### config.mk
export PLATFORM = sky130hd
export DESIGN_NAME = hand_sign_accumulator
export DESIGN_NICKNAME = d
export VERILOG_FILES = /design/src/rtl/hand_sign_accumulator.sv
export SDC_FILE = /design/constraint.sdc
export NUM_CORES = 1
export LEC_CHECK = 0
export ABC_AREA = 1
export CORE_UTILIZATION = 49
export CTS_CLUSTER_SIZE = 40
export DETAILED_ROUTE_END_ITERATION = 7
export PLACE_DENSITY_LB_ADDON = 0.08
export SLEW_MARGIN = 20
export SYNTH_ARGS = -nofsm -noshare
export SYNTH_HDL_FRONTEND = slang
export SYNTH_SLANG_ARGS = --single-unit
### constraint.sdc
create_clock -name clk -period 2.2 [get_ports clk]
set_input_delay 0.44 -clock clk [delete_from_list [all_inputs] [get_ports clk]]
set_output_delay 0.44 -clock clk [all_outputs]
set_load 0.005 [all_outputs]
### src/rtl/hand_sign_accumulator.sv
// hand_sign_accumulator
//   Decodes a W-finger hand sign into a count, debounces it (a value must be
//   seen STABLE consecutive cycles to commit, and commits only once per hold),
//   and accumulates committed valid counts into a saturating sum.
//
// Ports
//   clk      in   rising-edge clock
//   reset    in   synchronous active-high reset of all state
//   clear    in   synchronous clear of sum / sum_sat only
//   hs       in   [W-1:0]     hand sign, bit 0 = first finger
//   n        out  [NW-1:0]    last committed valid count
//   n_valid  out              one-cycle pulse per valid commit
//   err      out              one-cycle pulse per invalid-pattern commit
//   sum      out  [SUM_W-1:0] saturating sum of committed valid counts
//   sum_sat  out              sticky: an addition saturated since last clear
//
// There is no handshake: hs is sampled every cycle, and n/n_valid/err/sum are
// registered so that a commit becomes visible in the cycle after the edge
// that sampled its STABLE-th identical decode.
module hand_sign_accumulator #(
  parameter int W      = 5,
  parameter int STABLE = 4,
  parameter int SUM_W  = 8,
  localparam int NW    = $clog2(2*W+1)
) (
  input  logic             clk,
  input  logic             reset,
  input  logic             clear,
  input  logic [W-1:0]     hs,
  output logic [NW-1:0]    n,
  output logic             n_valid,
  output logic             err,
  output logic [SUM_W-1:0] sum,
  output logic             sum_sat
);

  localparam logic [7:0]       CNT_LAST = 8'(STABLE - 1);
  localparam int               AW       = ((SUM_W > NW) ? SUM_W : NW) + 1;
  localparam logic [SUM_W-1:0] SUM_MAX  = '1;

  typedef enum logic [0:0] {TRACK = 1'b0, HELD = 1'b1} state_e;

  state_e           state_q, state_d;
  logic [NW-1:0]    cand_q, cand_d;
  logic [7:0]       cnt_q, cnt_d;
  logic [NW-1:0]    n_q, n_d;
  logic             n_valid_q, n_valid_d;
  logic             err_q, err_d;
  logic [SUM_W-1:0] sum_q, sum_d;
  logic             sum_sat_q, sum_sat_d;

  logic [NW-1:0]    decode;
  logic             commit;
  logic [AW-1:0]    sum_ext;

  // Decode: k low fingers -> k, (W-j) high fingers -> W+j, none -> 2W,
  // anything else -> 0 (invalid).
  always_comb begin
    decode = '0;
    if (hs == '0) decode = NW'(2*W);
    for (int k = 1; k <= W; k++) begin
      if (hs == W'((1 << k) - 1)) decode = NW'(k);
    end
    for (int j = 1; j < W; j++) begin
      if (hs == W'(~((1 << j) - 1))) decode = NW'(W + j);
    end
  end

  // State register and all datapath flops.
  always_ff @(posedge clk) begin
    if (reset) begin
      state_q   <= HELD;
      cand_q    <= '0;
      cnt_q     <= '0;
      n_q       <= '0;
      n_valid_q <= 1'b0;
      err_q     <= 1'b0;
      sum_q     <= '0;
      sum_sat_q <= 1'b0;
    end else begin
      state_q   <= state_d;
      cand_q    <= cand_d;
      cnt_q     <= cnt_d;
      n_q       <= n_d;
      n_valid_q <= n_valid_d;
      err_q     <= err_d;
      sum_q     <= sum_d;
      sum_sat_q <= sum_sat_d;
    end
  end

  // Next-state: any change of decode restarts the run with this sample as
  // its first; HELD absorbs further identical samples so a hold commits once.
  always_comb begin
    state_d = state_q;
    cand_d  = cand_q;
    cnt_d   = cnt_q;
    case (state_q)
      TRACK: begin
        if (decode != cand_q) begin
          cand_d = decode;
          cnt_d  = 8'd1;
        end else if (cnt_q == CNT_LAST) begin
          state_d = HELD;
        end else begin
          cnt_d = cnt_q + 8'd1;
        end
      end
      HELD: begin
        if (decode != cand_q) begin
          state_d = TRACK;
          cand_d  = decode;
          cnt_d   = 8'd1;
        end
      end
      default: state_d = HELD;
    endcase
  end

  // Outputs: clear zeroes the accumulator before any same-cycle addition.
  always_comb begin
    commit    = (state_q == TRACK) && (decode == cand_q) && (cnt_q == CNT_LAST);
    n_d       = n_q;
    n_valid_d = 1'b0;
    err_d     = 1'b0;
    sum_d     = clear ? '0 : sum_q;
    sum_sat_d = clear ? 1'b0 : sum_sat_q;
    sum_ext   = '0;
    if (commit) begin
      if (decode == '0) begin
        err_d = 1'b1;
      end else begin
        n_d       = decode;
        n_valid_d = 1'b1;
        sum_ext   = AW'(sum_d) + AW'(decode);
        if (sum_ext > AW'(SUM_MAX)) begin
          sum_d     = SUM_MAX;
          sum_sat_d = 1'b1;
        end else begin
          sum_d = sum_ext[SUM_W-1:0];
        end
      end
    end
  end

  assign n       = n_q;
  assign n_valid = n_valid_q;
  assign err     = err_q;
  assign sum     = sum_q;
  assign sum_sat = sum_sat_q;

endmodule

==> results.ini, run 1 <==
[clocking]
clk_latency_ps=330
cts_sinks=28
numCtsBuffers=3
cts-root-buf=clkbuf_4
clk_pin_slew_ps=160
htreeDepth=1
cts_tree=yes
clockBufferDepth=2

[sta]
relSlewSlack_pct=69.4
period_share_pct=92.4
skew_ps=3.51
min_period_ps=2030
slew_viol_final=0
rsz0062_at_grt=false
fmax_mhz=492
setup_viol=0
hold_ws_ps=473
finalHoldViolCount=0
worstMarginPinSlew_ps=457

[setup_path]
crit_required_ps=2450
worst_setup_path_start_kind=input port
reg2reg_depth=12
cp_slowest_stage_delay_ps=390
path_class=input port to flip-flop
end_kind=flip-flop
crit_top_cell=nand2_1
arrival_ps=2280
worstPathMaxFanout=3
worstPathCellList=clkbuf_2 > nand2_1 > inv_2 > nand3_1 > nand2_1 > nor2_2 > nand3_2 > ha_4 > fa_2 > nand3_2 > nand2_2 > nand2_2 > nor3_2 > inv_1 > nand2_1 > nand2_1 > o21ai_1 > nand2_1 > a21oi_1
cp_slowest_cell=fa_2

[grt]
globalRoute.totalOverflow=0
grt_pass1_wl_mm=6.52
grt_antenna_before_repair=0
grt_max_degree=17
grt_pass1_vias=1574
track_usage_pct=23.4

[placed_design]
placed_cells=359
gp_congestion=0.829
io_buffers=22
hpwl_mm=3.04

[power_and_ir_drop]
ir_worst_vdd_mv=0.333
pwr-share-seq_pct=50.0
pwr-share-clk_pct=33.1
combPwrFrac_pct=16.9
p_total_mw=1.05
leakage_nw=1.11
p_sw_share_pct=26.3
switching_power_mw=0.276
powerDensity_nw_per_um2=456
p_int_mw=0.775

[yosys]
synthMuxAreaShare_pct=0
async_flop_share_pct=0
yosysWarnings=0
synth_xor_area_share_pct=5.14
synth_nets=274
postSynthCellCount=260
synthSimpleGateAreaFrac_pct=38.5
synthAdderAreaFrac_pct=4.84
synth_area_um2=1710
synth_ff_type=dfxtp_1
synth_top_area_share_pct=32.9
syn-mean-instance-area_um2=6.56
yosysMostFrequentCell=nand2_1
synth_top_family_by_area=simple AND/OR/NAND/NOR gates
synth_common_cells=59 x nand2_1, 39 x nor2_1, 36 x inv_1, 28 x dfxtp_1, 25 x nand3_1
ys_ff_latch=28
ys_top_cells_by_area=dfxtp_1 33%, nand2_1 13%, nor2_1 8.6%
yosys.area.top_type=dfxtp_1
yosysUniqueCellTypes=29
synth-edff-count=0
yosysSeqAreaShare_pct=32.9
synth_compound_area_share_pct=8.00

[drt]
ant_nets=0
num_vias=1728
first_pass_iters=4
drt-vias-per-instance=4.72
wl_mm=3.88
routedWlPerCell_um=10.6
drtIter0Drc=77
drc_errors=0

[floorplan]
die_area_um2=3720
fp.dieW_um=61.0
core-area_um2=3340
ioPinCount=23
start_util_pct=51.1
die_h_um=61.0
std_cell_rows=21

[final_layout]
drive_above_1_share_pct=23.1
diodes=0
area_growth_pct=35.2
final_nets=335
fin_cells=366

[outcome]
status=complete, no violations

[job]
drv_cap=0

[worst_hold_path]
hold_class=flip-flop to flip-flop
min_path_cells=2

==> power by group through the flow <==
stage / logic [mW] / registers (mW) / clock network [mW]
2_1_floorplan: 0.107 / 0.534 / 0
3_3_place_gp: 0.177 / 0.536 / 0
3_5_place_dp: 0.179 / 0.536 / 0
4_1_cts: 0.178 / 0.525 / 0.355
5_1_grt: 0.198 / 0.527 / 0.377
6_report: 0.177 / 0.526 / 0.348
==> final timing paths <==
| kind | start | endpoint | slack [ps] |
|---|---|---|---|
| max | hs[0] | sum[4] | 170 |
| min | cnt_q[6] | cnt_q[6] | 470 |
| max reg2reg | cnt_q[0] | sum[6] | 250 |
| min reg2reg | cnt_q[6] | cnt_q[6] | 470 |
==> cell usage in the layout, fill, tap and decap left out, types with 5 or more instances in the layout <==
master,count
nand3_1,24
nor2_1,38
clkbuf_2,5
clkdlybuf4s50_1,16
a21oi_1,12
nand2_2,6
nand2_1,56
buf_4,38
inv_2,6
dfxtp_1,28
o21ai_1,10
inv_1,34
xor2_1,7
==> timing repair <==
action | in CTS | in global routing
setup endpoints to repair | 8 | 7
buffers inserted | 0 | 3
hold buffers | 0 | 0
pin swaps | 4 | 6
gates resized for setup | 6 | 12
==> sequential cells by signal (all words and copies together), names as in the netlist <==
| name | count |
|---|---|
| sum_sat | 1 |
| err | 1 |
| n | 4 |
| n_valid | 1 |
| cnt_q | 8 |
| sum | 8 |
| cand_q | 4 |
| state_q | 1 |
==> cells by family after synthesis <==
group | Yosys count
buffers and inverters | 45
adders and majority gates | 6
xor gates and xnor gates | 10
AOI/OAI and AO/OA | 26
DFF | 28
and+or+nand+nor | 145
==> metal layers <==
layer / routed length (um) / GRT usage (%) / vias to the layer above
met5: 0 / 0 / -
met4: 38 / 6.49 / 0
met3: 71 / 2.77 / 4
met2: 1860 / 39.9 / 17
met1: 1910 / 31.2 / 769
li1: - / - / 938
==> layout make-up <==
cell class              count  area, um^2
clock buffers               3        22.5
inverters                  41         154
fillers                   318        1030
well taps                  46        57.6
clock inverters             1        30.0
flip-flops and latches     28         561
multi-input cells         187         998
repair buffers             60         483
==> critical path, delay by kind of cell <==
family	cells	cell delay [ps]
adder cells (fa/ha/maj)	2	570
AND/OR/NAND/NOR	12	920
buffers and inverters	3	260
AO/OA/AOI/OAI	2	100
==> metrics by stage <==
| stage | util (%) | TNS (ps) | setup WS (ps) | instance area, um^2 |
|---|---|---|---|---|
| after global routing | 69.1 | 0 | 1.06 | 2310 |
| after floorplan | - | 0 | 8.18 | 1750 |
| after global placement | 67.5 | -7880 | -543 | 2250 |
| final | 69.1 | 0 | 168 | 2310 |
| after detailed placement | 67.5 | -8420 | -600 | 2250 |
| after CTS | 68.9 | 0 | 8.89 | 2300 |
No activity file was read; power rests on OpenSTA's default activity.
==> run 2, diff against run 1 <==
--- a/config.mk
+++ b/config.mk
@@ -9,7 +9,7 @@
 export CORE_UTILIZATION = 49
 export CTS_CLUSTER_SIZE = 40
 export DETAILED_ROUTE_END_ITERATION = 7
-export PLACE_DENSITY_LB_ADDON = 0.08
+export PLACE_DENSITY = 0.75
 export SLEW_MARGIN = 20
 export SYNTH_ARGS = -nofsm -noshare
 export SYNTH_HDL_FRONTEND = slang
==> results.ini, run 2 (synthesis gave the netlist of run 1 again) <==
[outcome]
status=complete, no violations

[clocking]
cts_tree=yes
htreeDepth=1  ; unchanged
cts_sinks=28  ; unchanged
clockBufferDepth=2  ; unchanged
cts_hold_repair.buffers=0  ; unchanged
cts-root-buf=clkbuf_4
clk_latency_ps=330  ; about the same
numCtsBuffers=3  ; unchanged
clk_pin_slew_ps=160  ; about the same

[placed_design]
io_buffers=22  ; unchanged
hpwl_mm=3.14  ; +3.4%
gp_congestion=0.840  ; +1.4%
place_area_um2=2270  ; +1.0%

[drt]
drtIter0Drc=109  ; +42%
m1WireLength_mm=1.95  ; +1.8%
drt-vias-per-instance=4.92  ; +4.2%
wl_mm=4.33  ; +12%
drc_errors=0  ; unchanged
topRoutingLayerUsed=met4
num_vias=1844  ; +6.7%
ant_nets=0  ; unchanged
dr_wl_met2_mm=2.14  ; +15%
routedWlPerCell_um=11.5  ; +9.0%
first_pass_iters=4  ; unchanged
dr_wl_met3_um=197  ; +180%

[sta]
worstMarginPinSlew_ps=408  ; -48.6 ps
slew_viol_final=0  ; unchanged
setup_viol=0  ; unchanged
min_period_ps=2070  ; +37.9 ps
skew_ps=10.2  ; +6.69 ps
finalHoldViolCount=0  ; unchanged
relSlewSlack_pct=72.7  ; +3.3 points
period_share_pct=94.1  ; +1.7 points
fmax_mhz=483  ; -1.8%

[setup_path]
arrival_ps=2320  ; +40 ps
worst_setup_path_start_kind=input port
worstPathMaxFanout=3  ; unchanged
cp_slowest_cell=fa_2
crit_top_cell=nand2_1
crit_required_ps=2450  ; about the same
cp_slowest_stage_delay_ps=390  ; about the same
critPathTopFamily=simple AND/OR/NAND/NOR gates
path_class=input port to flip-flop
end_kind=flip-flop
worstPathCellList=clkbuf_2 > inv_2 > nor2_1 > nand3_1 > nand2_1 > nor2_2 > nand3_2 > ha_4 > fa_2 > nand3_2 > nand2_2 > nand2_2 > nor3_4 > inv_2 > nand2_1 > nand2_1 > o21ai_1 > nand2_1 > a21oi_2
critPathBufInv=3  ; unchanged

[floorplan]
ioPinCount=23  ; unchanged
start_util_pct=51.1  ; unchanged
die_area_um2=3720  ; unchanged
std_cell_rows=21  ; unchanged
fp.dieW_um=61.0  ; unchanged
die_h_um=61.0  ; unchanged
core-area_um2=3340  ; unchanged

[grt]
track_usage_pct=25.4  ; +1.9 points
grt_pass1_wl_mm=7.04  ; +7.9%
globalRoute.totalOverflow=0  ; unchanged
grt_pass1_vias=1626  ; +3.3%
grt_max_degree=17  ; unchanged
grt_antenna_before_repair=0  ; unchanged

[worst_hold_path]
hold_class=flip-flop to flip-flop

[final_layout]
drive_above_1_share_pct=28.0  ; +4.8 points
final_nets=344  ; +2.7%
nFillCells=286  ; -10%
final_cell_mix=54 x nand2_1, 46 x buf_4, 37 x nor2_1
diodes=0  ; unchanged
area_growth_pct=42.3
final_common_cell=nand2_1
finalInstanceArea_um2=2430  ; +5.2%

[power_and_ir_drop]
combPwrFrac_pct=18.6  ; +1.7 points
powerDensity_nw_per_um2=438  ; -3.9%
p_total_mw=1.06  ; +1.1%
pwr-share-clk_pct=31.9  ; -1.2 points
pwr-share-seq_pct=49.4  ; -0.6 points
p_int_mw=0.786  ; +1.5%
ir_worst_vdd_mv=0.377  ; +13%
leakage_nw=1.17  ; +5.5%
switching_power_mw=0.276  ; +0.14%
p_sw_share_pct=26.0  ; -0.26 points

[job]
drv_cap=0  ; unchanged

==> run 2: changes by cell type in the layout (fill, tap and decap cells not counted), sizes merged <==
cell	previous run	this run
buf	38	47
==> run 2: through the flow <==
| stage | instances | setup TNS (ps) | utilization [%] | setup slack [ps] | hold slack, ps |
|---|---|---|---|---|---|
| 2_1_floorplan | 260 | 0 | - | 8.18 | 437 |
| 3_3_place_gp | 362 | -7750 | 68.1 | -534 | 452 |
| 3_5_place_dp | 362 | -8280 | 68.1 | -576 | 455 |
| 4_1_cts | 373 | 0 | 71.7 | 7.42 | 476 |
| 5_1_grt | 375 | -10.2 | 72.7 | -10.2 | 510 |
| 6_report | 375 | 0 | 72.7 | 130 | 476 |
==> run 2: final timing paths <==
check	startpoint	to	slack [ps]	cells past startpoint
setup reg to reg	cnt_q[0]	n[2]	220	11
setup / recovery	hs[0]	sum[4]	130	19
hold reg to reg	cnt_q[6]	cnt_q[6]	480	2
hold / removal	cnt_q[6]	cnt_q[6]	480	2
==> run 2: per-layer routing <==
metal | GRT usage (%) | vias up
li1 | - | 957
met1 | 33.8 | 832
met2 | 42.9 | 49
met3 | 3.20 | 6
met4 | 7.79 | 0
met5 | 0 | -
==> run 2: final cells by class <==
type,instances,area (um^2),area share [%]
clock buffer,3,22.5,0.928
multi-input combinational,187,1050,43.2
clock inverter,1,30.0,1.24
sequential,28,561,23.1
timing repair buffer,69,554,22.8
inverter,41,154,6.34
tap,46,57.6,2.37
==> run 2: worst register-to-register path, stage by stage, from the launching register on <==
cell and delay (ps):
dfxtp_1 440, ha_1 260, nand3_1 100, nor2_1 220, inv_1 80, nor2_1 140
nand2_1 110, nor2_4 190, buf_4 160, inv_2 40, nand3_1 60, o21ai_1 80
==> run 2: power by group through the flow <==
stage	registers (mW)	logic, mW	clock network, mW
3_3_place_gp	0.536	0.179	0
2_1_floorplan	0.534	0.107	0
5_1_grt	0.527	0.219	0.366
3_5_place_dp	0.536	0.183	0
6_report	0.525	0.198	0.339
4_1_cts	0.525	0.191	0.347
==> run 2: timing repair <==
action                     in CTS  in global routing
pin swaps                       3                 10
buffers inserted                7                  2
setup endpoints to repair      10                 13
resized for setup              10                 21
